$ cat src/rtl/cpu_hazard_scoreboard_pkg.sv
// Shared CPU pipeline constants: register file geometry, stat widths, named register indices.
// Imported by decode, execute, register file and the hazard scoreboard.
package cpu_hazard_scoreboard_pkg;

  localparam int unsigned CPU_NREGS     = 16;
  localparam int unsigned CPU_REG_IDX_W = 4;
  localparam int unsigned STAT_W        = 16;

  localparam logic [CPU_REG_IDX_W-1:0] REG_R0 = 4'd0;
  localparam logic [CPU_REG_IDX_W-1:0] REG_SP = 4'd13;
  localparam logic [CPU_REG_IDX_W-1:0] REG_LR = 4'd14;
  localparam logic [CPU_REG_IDX_W-1:0] REG_PC = 4'd15;

endpackage

$ cat src/rtl/cpu_sat_counter.sv
// Saturating up-counter with synchronous clear (clear wins over increment).
// Ports: clk_i, rst_ni (async active-low), inc_i, clr_i, cnt_o (WIDTH bits, stops at MAX).
module cpu_sat_counter #(
  parameter int unsigned     WIDTH = 16,
  parameter logic [WIDTH-1:0] MAX  = '1
) (
  input  logic             clk_i,
  input  logic             rst_ni,
  input  logic             inc_i,
  input  logic             clr_i,
  output logic [WIDTH-1:0] cnt_o
);

  logic [WIDTH-1:0] cnt_q;
  logic [WIDTH-1:0] cnt_d;

  // Next count
  always_comb begin
    cnt_d = cnt_q;
    if (clr_i) begin
      cnt_d = '0;
    end else if (inc_i && (cnt_q != MAX)) begin
      cnt_d = cnt_q + WIDTH'(1);
    end
  end

  // Count register
  always_ff @(posedge clk_i or negedge rst_ni) begin
    if (!rst_ni) begin
      cnt_q <= '0;
    end else begin
      cnt_q <= cnt_d;
    end
  end

  assign cnt_o = cnt_q;

endmodule

$ cat src/rtl/cpu_hazard_scoreboard.sv
// Register scoreboard: tracks destination registers with a write in flight and raises a single
// stall for RAW/WAW hazards or when the in-flight limit is reached. Keeps stall statistics,
// a sticky bad-writeback error and a sticky stall watchdog.
// Ports:
//   clk_i, rst_i (async active-low)
//   issue_valid_i/issue_we_i/issue_widx_i  decoded instruction and its destination
//   rda_en_i/rda_idx_i, rdb_en_i/rdb_idx_i operand reads
//   wb_en_i/wb_idx_i                       execute writeback
//   flush_i                                drop all in-flight tracking
//   stall_o (combinational), pending_o, inflight_o, stall_cnt_o, err_o, timeout_o
module cpu_hazard_scoreboard
  import cpu_hazard_scoreboard_pkg::*;
#(
  parameter int unsigned NREGS        = CPU_NREGS,
  parameter int unsigned IDX_W        = CPU_REG_IDX_W,
  parameter int unsigned MAX_INFLIGHT = 4,
  parameter int unsigned CNT_W        = 3,
  parameter int unsigned TIMEOUT      = 255
) (
  input  logic              clk_i,
  input  logic              rst_i,
  input  logic              issue_valid_i,
  input  logic              issue_we_i,
  input  logic [IDX_W-1:0]  issue_widx_i,
  input  logic              rda_en_i,
  input  logic [IDX_W-1:0]  rda_idx_i,
  input  logic              rdb_en_i,
  input  logic [IDX_W-1:0]  rdb_idx_i,
  input  logic              wb_en_i,
  input  logic [IDX_W-1:0]  wb_idx_i,
  input  logic              flush_i,
  output logic              stall_o,
  output logic [NREGS-1:0]  pending_o,
  output logic [CNT_W-1:0]  inflight_o,
  output logic [STAT_W-1:0] stall_cnt_o,
  output logic              err_o,
  output logic              timeout_o
);

  logic [NREGS-1:0]  pending_q, pending_d;
  logic [CNT_W-1:0]  inflight_q, inflight_d;
  logic              err_q, err_d;
  logic              timeout_q, timeout_d;
  logic [STAT_W-1:0] run_cnt;

  logic              raw, waw, full;
  logic              set_en, wb_hit;
  logic [NREGS-1:0]  set_vec, clr_vec;

  // Hazard detection; no writeback bypass, so a register retiring this cycle still stalls
  always_comb begin
    raw     = (rda_en_i & pending_q[rda_idx_i]) | (rdb_en_i & pending_q[rdb_idx_i]);
    waw     = issue_we_i & pending_q[issue_widx_i];
    full    = issue_we_i & (inflight_q == CNT_W'(MAX_INFLIGHT));
    stall_o = issue_valid_i & (raw | waw | full);
  end

  // Pending set/clear; set and clear never share an index because WAW blocks the set
  always_comb begin
    set_en     = issue_valid_i & ~stall_o & issue_we_i;
    wb_hit     = wb_en_i & pending_q[wb_idx_i];
    set_vec    = set_en ? (NREGS'(1) << issue_widx_i) : '0;
    clr_vec    = wb_hit ? (NREGS'(1) << wb_idx_i) : '0;
    pending_d  = (pending_q | set_vec) & ~clr_vec;
    inflight_d = inflight_q + CNT_W'(set_en) - CNT_W'(wb_hit);
    err_d      = err_q | (wb_en_i & ~wb_hit);
    // Watchdog trips on the stall cycle that brings the run to TIMEOUT
    timeout_d  = timeout_q | (stall_o & (run_cnt == STAT_W'(TIMEOUT - 1)));
    if (flush_i) begin
      pending_d  = '0;
      inflight_d = '0;
      err_d      = err_q;
      timeout_d  = 1'b0;
    end
  end

  // Scoreboard state
  always_ff @(posedge clk_i or negedge rst_i) begin
    if (!rst_i) begin
      pending_q  <= '0;
      inflight_q <= '0;
      err_q      <= 1'b0;
      timeout_q  <= 1'b0;
    end else begin
      pending_q  <= pending_d;
      inflight_q <= inflight_d;
      err_q      <= err_d;
      timeout_q  <= timeout_d;
    end
  end

  // Total stalled cycles, saturating
  cpu_sat_counter #(
    .WIDTH (STAT_W),
    .MAX   ('1)
  ) u_stall_cnt (
    .clk_i  (clk_i),
    .rst_ni (rst_i),
    .inc_i  (stall_o),
    .clr_i  (1'b0),
    .cnt_o  (stall_cnt_o)
  );

  // Length of the current consecutive stall run
  cpu_sat_counter #(
    .WIDTH (STAT_W),
    .MAX   (STAT_W'(TIMEOUT))
  ) u_run_cnt (
    .clk_i  (clk_i),
    .rst_ni (rst_i),
    .inc_i  (stall_o),
    .clr_i  (~stall_o | flush_i),
    .cnt_o  (run_cnt)
  );

  assign pending_o  = pending_q;
  assign inflight_o = inflight_q;
  assign err_o      = err_q;
  assign timeout_o  = timeout_q;

endmodule

$ cat config.mk
export PLATFORM = sky130hd
export DESIGN_NAME = cpu_hazard_scoreboard
export DESIGN_NICKNAME = d
export VERILOG_FILES = /design/src/rtl/cpu_hazard_scoreboard_pkg.sv /design/src/rtl/cpu_sat_counter.sv /design/src/rtl/cpu_hazard_scoreboard.sv
export SDC_FILE = /design/constraint.sdc
export NUM_CORES = 1
export LEC_CHECK = 0
export BUFFER_PORTS_ARGS = -buffer_cell sky130_fd_sc_hd__buf_2
export CORE_MARGIN = 3
export CORE_UTILIZATION = 41
export DETAILED_ROUTE_END_ITERATION = 7
export GPL_TIMING_DRIVEN = 1
export REMOVE_ABC_BUFFERS = 1
export SETUP_SLACK_MARGIN = 0.2
export SYNTH_ARGS = -nofsm -noshare
export SYNTH_HDL_FRONTEND = slang
export SYNTH_HIERARCHICAL = 1
export SYNTH_SLANG_ARGS = --single-unit
$ cat constraint.sdc
create_clock -name clk_i -period 3.25 [get_ports clk_i]
set_input_delay 0.1625 -clock clk_i [delete_from_list [all_inputs] [get_ports clk_i]]
set_output_delay 0.1625 -clock clk_i [all_outputs]
set_load 0.05 [all_outputs]
Word level (Yosys, flattened, before mapping). Cells that the tools add are included.

Reduce and logical (&&, ||, !) cells: 3. Bitwise operators: 21. Multiplexer cells: 15. Shift operators: 2. Magnitude comparators: 4. Eq/ne operators: 4. Add/sub/neg operators: 4.

Operator list (number): $mux 16 (5); $add 16x1->16 const B (2); $shl 1x4->16 const A (2); $lt 4x5->1 const B (4); $and 16x16->16 (1); $bmux 1 s4 (4); $eq 16x8->1 const B (1); $ne 16x16->1 const B (1); $ne 16x8->1 const B (1); $not 16->16 (1); $or 16x16->16 (1); $and 1x1->1 (10); $or 1x1->1 (6); $mux 1 (5); $add 3x1->3 (1); $eq 3x3->1 const B (1); $mux 3 (1); $sub 3x1->3 (1); $logic_and 1x1->1 (2); $not 1->1 (2); $reduce_bool 2->1 (1).

Register bits: 53. Input port bits: 24.

Logic depth before layout (Yosys ltp).
Depth after elaboration: 14. Gate-level depth with buffers: 13. Gate-level depth less buffers: 12.

Cells and area by module. The synthesis kept the hierarchy.

By module, submodules not included: cpu_hazard_scoreboard (area an instance 1911.8 um2, sequential area each 525.5 um2, instances 1, cells an instance 209); cpu_sat_counter at u_stall_cnt (area an instance 942.2 um2, sequential area each 400.4 um2, instances 1, cells an instance 98); cpu_sat_counter at u_run_cnt (area an instance 850.8 um2, sequential area each 400.4 um2, instances 1, cells an instance 90).

Worst setup path after synthesis. OpenSTA, ideal clock, no wires.

Path type: reg-to-reg. Start: register pending_q[11] (netlist: pending_o[11]). End: register u_stall_cnt.cnt_q[3] (netlist: u_stall_cnt/cnt_o[3]). Arrival time: 3473 ps. Data required time: 3173 ps. Stages on the path, launching flop included: 11. Clock period less this slack: 3551 ps. Path slack: -301 ps. Path buffers: 1. Cell sequence: dfrtp_1 > mux4_2 > mux2_4 > nand2_2 > nand3_2 > a21oi_1 > nor2b_1 > inv_1 > clkbuf_1 > or4_2 > a21oi_1.

Cells in the longest elaborated chain, start to end: 8. Elaborated cells between the ends (all ways): 14.

RTL lines: start: declaration (line cpu_hazard_scoreboard.sv:40) `logic [NREGS-1:0] pending_q, pending_d;`; start signal: assignment (line cpu_hazard_scoreboard.sv:85) `pending_q <= pending_d;`; $bmux 1 s4 (line cpu_hazard_scoreboard.sv:52) `raw = (rda_en_i & pending_q[rda_idx_i]) | (rdb_en_i & pending_q[rdb_idx_i]);`; $mux 1 (not written as such) (line cpu_hazard_scoreboard.sv:52); $and 1x1->1 (line cpu_hazard_scoreboard.sv:52); $or 1x1->1 (line cpu_hazard_scoreboard.sv:52); $or 1x1->1 * (2 in a row) (line cpu_hazard_scoreboard.sv:55) `stall_o = issue_valid_i & (raw | waw | full);`; $and 1x1->1 * (line cpu_hazard_scoreboard.sv:55); net stall_o (line cpu_hazard_scoreboard.sv:32) `output logic stall_o,`; $logic_and 1x1->1 * (line cpu_sat_counter.sv:22) `end else if (inc_i && (cnt_q != MAX)) begin`; end signal: assignment (line cpu_sat_counter.sv:32) `cnt_q <= cnt_d;`; end: declaration (line cpu_sat_counter.sv:14) `logic [WIDTH-1:0] cnt_q;`.

Mark *: on every way through the listed nets, which the timed path passes. The rest lies on a longest branch. The select of a mux whose other input is x is not followed. A chain may end at the register's enable or synchronous reset.

Worst setup path in the final report.
Start: register pending_q[15] (netlist: pending_o[15]). End: register inflight_q[2] (netlist: inflight_o[2]).

Cells in the longest elaborated chain, start to end: 13. Elaborated cells between the ends (all ways): 22.

RTL lines: $bmux 1 s4 (line cpu_hazard_scoreboard.sv:52); $mux 1 (not written as such) (line cpu_hazard_scoreboard.sv:52); $and 1x1->1 (line cpu_hazard_scoreboard.sv:52); $or 1x1->1 (line cpu_hazard_scoreboard.sv:52); $or 1x1->1 (2 in a row) (line cpu_hazard_scoreboard.sv:55); $and 1x1->1 (line cpu_hazard_scoreboard.sv:55); $not 1->1 (line cpu_hazard_scoreboard.sv:60) `set_en = issue_valid_i & ~stall_o & issue_we_i;`; $and 1x1->1 (2 in a row) (line cpu_hazard_scoreboard.sv:60); $add 3x1->3 (line cpu_hazard_scoreboard.sv:65) `inflight_d = inflight_q + CNT_W'(set_en) - CNT_W'(wb_hit);`; $sub 3x1->3 * (line cpu_hazard_scoreboard.sv:65); $mux 3 * (line cpu_hazard_scoreboard.sv:69) `if (flush_i) begin`; net inflight_d[2] (line cpu_hazard_scoreboard.sv:41) `logic [CNT_W-1:0] inflight_q, inflight_d;`; end signal: assignment (line cpu_hazard_scoreboard.sv:86) `inflight_q <= inflight_d;`; end: declaration (line cpu_hazard_scoreboard.sv:41).

Marked as above.

==> metrics.txt <==
# TYPE chip_impl_metric gauge
chip_impl_metric{name="fin_crit_sh",unit="%"} 92.48
chip_impl_metric{name="required",unit="ns"} 3.46
chip_impl_metric{name="drive_gt1_share",unit="%"} 30.67
chip_impl_metric{name="post-route-cell-area",unit="µm²"} 4409
chip_impl_metric{name="dieWidth",unit="µm"} 101.1
chip_impl_metric{name="reg2reg_setup_slack",unit="ns"} 0.24
chip_impl_metric{name="cts.clk_slew.worst_paths",unit="ns"} 0.11
chip_impl_info{name="critical_path_origin",value="pending_o[15]"} 1
chip_impl_metric{name="ys_seq_elements",unit=""} 53
chip_impl_metric{name="slew_headroom",unit="%"} 40.95
chip_impl_info{name="tritoncts",value="built"} 1
chip_impl_metric{name="syn_area",unit="µm²"} 3705
chip_impl_metric{name="dpl-instance-area",unit="µm²"} 4154
chip_impl_metric{name="finalSetupViolations",unit=""} 0
chip_impl_metric{name="floorplan.rows",unit=""} 34
chip_impl_info{name="crit_path_end_kind",value="flip-flop"} 1
chip_impl_metric{name="number_of_antenna_violations_at_the_first_check_in_global_routing",unit=""} 0
chip_impl_info{name="start_kind",value="flip-flop"} 1
chip_impl_metric{name="cap_violations",unit=""} 0
chip_impl_metric{name="synthesis.instances",unit=""} 397
chip_impl_metric{name="cellPowerDensity",unit="nW/µm²"} 312.1
chip_impl_info{name="crit_reg_reg_endpoint",value="inflight_o[2]"} 1
chip_impl_metric{name="finalWirelength",unit="µm"} 9895
chip_impl_metric{name="actual_transition_at_the_worst_max_transition_pin",unit="ns"} 0.8791
chip_impl_metric{name="clock_insertion_delay_worst_skew",unit="ns"} 0.32
chip_impl_metric{name="first_global_vias",unit=""} 3333
chip_impl_metric{name="skew",unit="ns"} 0.01726
chip_impl_info{name="run_status",value="finished clean"} 1
chip_impl_metric{name="syn_avg_cell_area",unit="µm²"} 9.332
chip_impl_metric{name="area_of_the_die",unit="µm²"} 10210
chip_impl_metric{name="detail_route.vias_per_cell",unit=""} 5.913
chip_impl_metric{name="setup_slack",unit="ns"} 0.2443
chip_impl_metric{name="report.final.slew_viol_count",unit=""} 0
chip_impl_metric{name="drt-pass1-iter-count",unit=""} 5
chip_impl_metric{name="gpl.final_weighted_congestion",unit=""} 0.8993
chip_impl_metric{name="route.layer.met1.wl",unit="µm"} 4423
chip_impl_metric{name="tritoncts.num_buffers",unit=""} 5
chip_impl_metric{name="lkg_pwr",unit="nW"} 1.908
chip_impl_metric{name="grt_use_total",unit="%"} 19.60
chip_impl_info{name="crit_type",value="flip-flop to flip-flop"} 1
chip_impl_metric{name="yosysUniqueCellTypes",unit=""} 65
chip_impl_metric{name="synth-seq-area-share",unit="%"} 35.80
chip_impl_info{name="top_signal_layer_used",value="met4"} 1
chip_impl_metric{name="number_of_flops_mapped_to_enable_cells_by_yosys",unit=""} 0
chip_impl_metric{name="initial_core_util",unit="%"} 42.28
chip_impl_metric{name="drc_errors",unit=""} 0
chip_impl_info{name="hold_class",value="input port to flip-flop"} 1
chip_impl_metric{name="design.core.area",unit="µm²"} 8763
chip_impl_info{name="synth_ff_type",value="dfrtp_1"} 1
chip_impl_info{name="r2r_start",value="pending_o[15]"} 1
chip_impl_metric{name="grt_pass1_wl",unit="µm"} 16120
chip_impl_metric{name="grt_start_max_net_pins",unit=""} 32
chip_impl_metric{name="synth-async-reset-ratio",unit="%"} 100.0
chip_impl_metric{name="ys.warnings.count",unit=""} 6
chip_impl_metric{name="post-place-ws",unit="ns"} 0.0002380
chip_impl_metric{name="die_h",unit="µm"} 101.1
chip_impl_metric{name="max_clock_freq",unit="MHz"} 332.7
chip_impl_info{name="clock_tree.root_cell",value="clkbuf_8"} 1
chip_impl_metric{name="critPathMaxFanout",unit=""} 5
chip_impl_metric{name="setup-tns-final",unit="ns"} 0
chip_impl_metric{name="routed-wl-met3",unit="µm"} 624
chip_impl_metric{name="grt_overflow",unit=""} 0
chip_impl_metric{name="hpwlAfterDp",unit="µm"} 7067
chip_impl_metric{name="max-vdd-ir-drop",unit="mV"} 0.1528
chip_impl_metric{name="port_buffers",unit=""} 61
chip_impl_metric{name="clk_path_buf_depth",unit=""} 2
chip_impl_metric{name="rr_worst_depth",unit=""} 12
chip_impl_metric{name="detail_route.iter0.violations",unit=""} 186
chip_impl_metric{name="period_needed",unit="ns"} 3.006
chip_impl_metric{name="htree_num_levels",unit=""} 2
chip_impl_info{name="rsz0062_at_grt",value="true"} 1
chip_impl_metric{name="io_pins",unit=""} 62
chip_impl_metric{name="n_antenna_cell",unit=""} 0
chip_impl_info{name="worstSetupEndpoint",value="inflight_o[2]"} 1
chip_impl_metric{name="arr_time_crit_path",unit="ns"} 3.21
chip_impl_metric{name="hold_violations",unit=""} 0
chip_impl_metric{name="layout-area-overhead-vs-synth",unit="%"} 19.01
chip_impl_metric{name="numClockSinks",unit=""} 53
chip_impl_metric{name="nets",unit=""} 504
chip_impl_metric{name="avgRoutedWirePerCell",unit="µm"} 16.94
chip_impl_metric{name="detail-route-antenna-nets",unit=""} 0
chip_impl_metric{name="wl_met2",unit="µm"} 4743
chip_impl_metric{name="vias",unit=""} 3453
-- synthesized netlist by cell type, types with 2 or more instances --
library cell  number  area [µm²]
nor2_1            23       86.33
xor2_1             2       17.52
nor4_1             6       37.54
or3_1             12       75.07
o21ai_1            3       15.01
nand2b_1           9       56.30
nand4_1           14       87.58
nor3_1             9       45.04
dfrtp_1           53        1326
mux4_2             8       180.2
nand3_1           26       130.1
or3b_2             2       17.52
and3_1             3       18.77
o2111ai_1          2       17.52
nor3b_1            4       30.03
or3_2              2       15.01
ha_1               4       50.05
or4_1              5       37.54
inv_1             10       37.54
buf_1              2       7.510
o21ai_0           17       85.08
mux2i_1           15       150.1
mux2_1             4       45.04
o22ai_2           10       125.1
nand3b_1           3       22.52
nor2b_1           15       93.84
a21oi_1           26       130.1
or4_2              2       17.52
mux4_1             2       52.55
and4_1             3       26.28
a22oi_1            4       30.03
xnor2_1            2       17.52
nand2_1           41       153.9
o22ai_1            3       18.77
clkbuf_1           9       33.78
o31ai_1            7       52.55
buf_2              2       10.01
buf_6              5       56.30
and4_2             2       20.02
-- how the worst min path moves through the flow --
stage | endpoint | cells past startpoint | start
global placement | pending_o[9] | 1 | rst_i
finish | timeout_o | 3 | issue_valid_i
floorplan | err_o | 0 | rst_i
CTS | timeout_o | 3 | issue_valid_i
global route | timeout_o | 3 | issue_valid_i
detailed placement | pending_o[11] | 1 | rst_i
-- power breakdown --
group	internal (mW)	switching, mW
clock	0.231	0.237
combinational	0.0815	0.153
sequential	0.666	0.00787
-- sequential cells by signal, indices dropped and copies added (netlist names) --
signal	flops
u_run_cnt/cnt_o	16
inflight_o	3
err_o	1
pending_o	16
u_stall_cnt/cnt_o	16
timeout_o	1
-- layout make-up --
cell class	instances	area, µm²
clock buffer	5	68.82
clock inverter	3	46.29
fill	835	4354
inverter	10	37.54
multi-input combinational	315	2255
sequential	53	1329
tap	108	135.1
timing repair buffer	90	538.0
-- placed cells by master, fill, tap and decap left out, types with 5 or more instances in the layout --
| master | n |
|---|---|
| buf_2 | 61 |
| dfrtp_1 | 51 |
| nand2_1 | 41 |
| buf_4 | 27 |
| nand3_1 | 26 |
| a21oi_1 | 26 |
| nor2_1 | 23 |
| o21ai_0 | 17 |
| mux2i_1 | 15 |
| nor2b_1 | 14 |
| nand4_1 | 14 |
| or3_1 | 12 |
| o22ai_2 | 10 |
| mux4_2 | 9 |
| nand2b_1 | 9 |
| inv_1 | 9 |
| nor3_1 | 9 |
| o31ai_1 | 7 |
| nor4_1 | 6 |
| clkbuf_8 | 5 |
| or4_1 | 5 |
-- logic make-up after synthesis --
| family | Yosys count | share of synthesized area [%] |
|---|---|---|
| AO/OA/AOI/OAI | 81 | 15.03 |
| XOR/XNOR | 4 | 0.9458 |
| AND/OR/NAND/NOR | 192 | 29.11 |
| buffers and inverters | 30 | 4.863 |
| multiplexers | 31 | 12.26 |
| adder cells (fa/ha/maj) | 5 | 1.891 |
| flip-flops | 53 | 35.80 |
| other | 1 | 0.1012 |
-- what timing repair did --
| action | in CTS | in global routing |
|---|---|---|
| resized for setup | 9 | 5 |
| endpoints found under the hold margin | 30 | 0 |
| buffers inserted | 8 | 2 |
| pin swaps | 6 | 5 |
| setup endpoints to repair | 1 | 14 |
| cloned | 0 | 0 |
| hold buffers | 1 | 0 |
-- metrics by stage --
step	hold slack, ns	instances	utilization (%)	total power [mW]
detailed placement	0.2652	565	47.40	0.9024
CTS	0.1279	582	49.99	1.385
global placement	0.2688	565	47.40	0.9006
finish	0.1416	584	50.31	1.376
floorplan	-0.1331	378	-	0.8043
global route	0.1500	584	50.31	1.433
-- per-layer routing --
layer,vias up,global-route usage (%)
met1,1677,26.98
met2,123,31.49
li1,1644,-
met4,0,6.851
met3,9,2.768
met5,-,0
-- critical path: stages (launching register included) --
cell and delay (ns):
dfrtp_1 0.43, mux4_2 0.49, mux2_4 0.28, nand2_2 0.07
nand3_2 0.08, or3_4 0.39, ha_4 0.27, inv_2 0.03
ha_4 0.14, fa_2 0.35, xnor2_2 0.15, xnor2_1 0.16
nor2_1 0.06
Note: power is estimated with default switching activity, not from simulation.
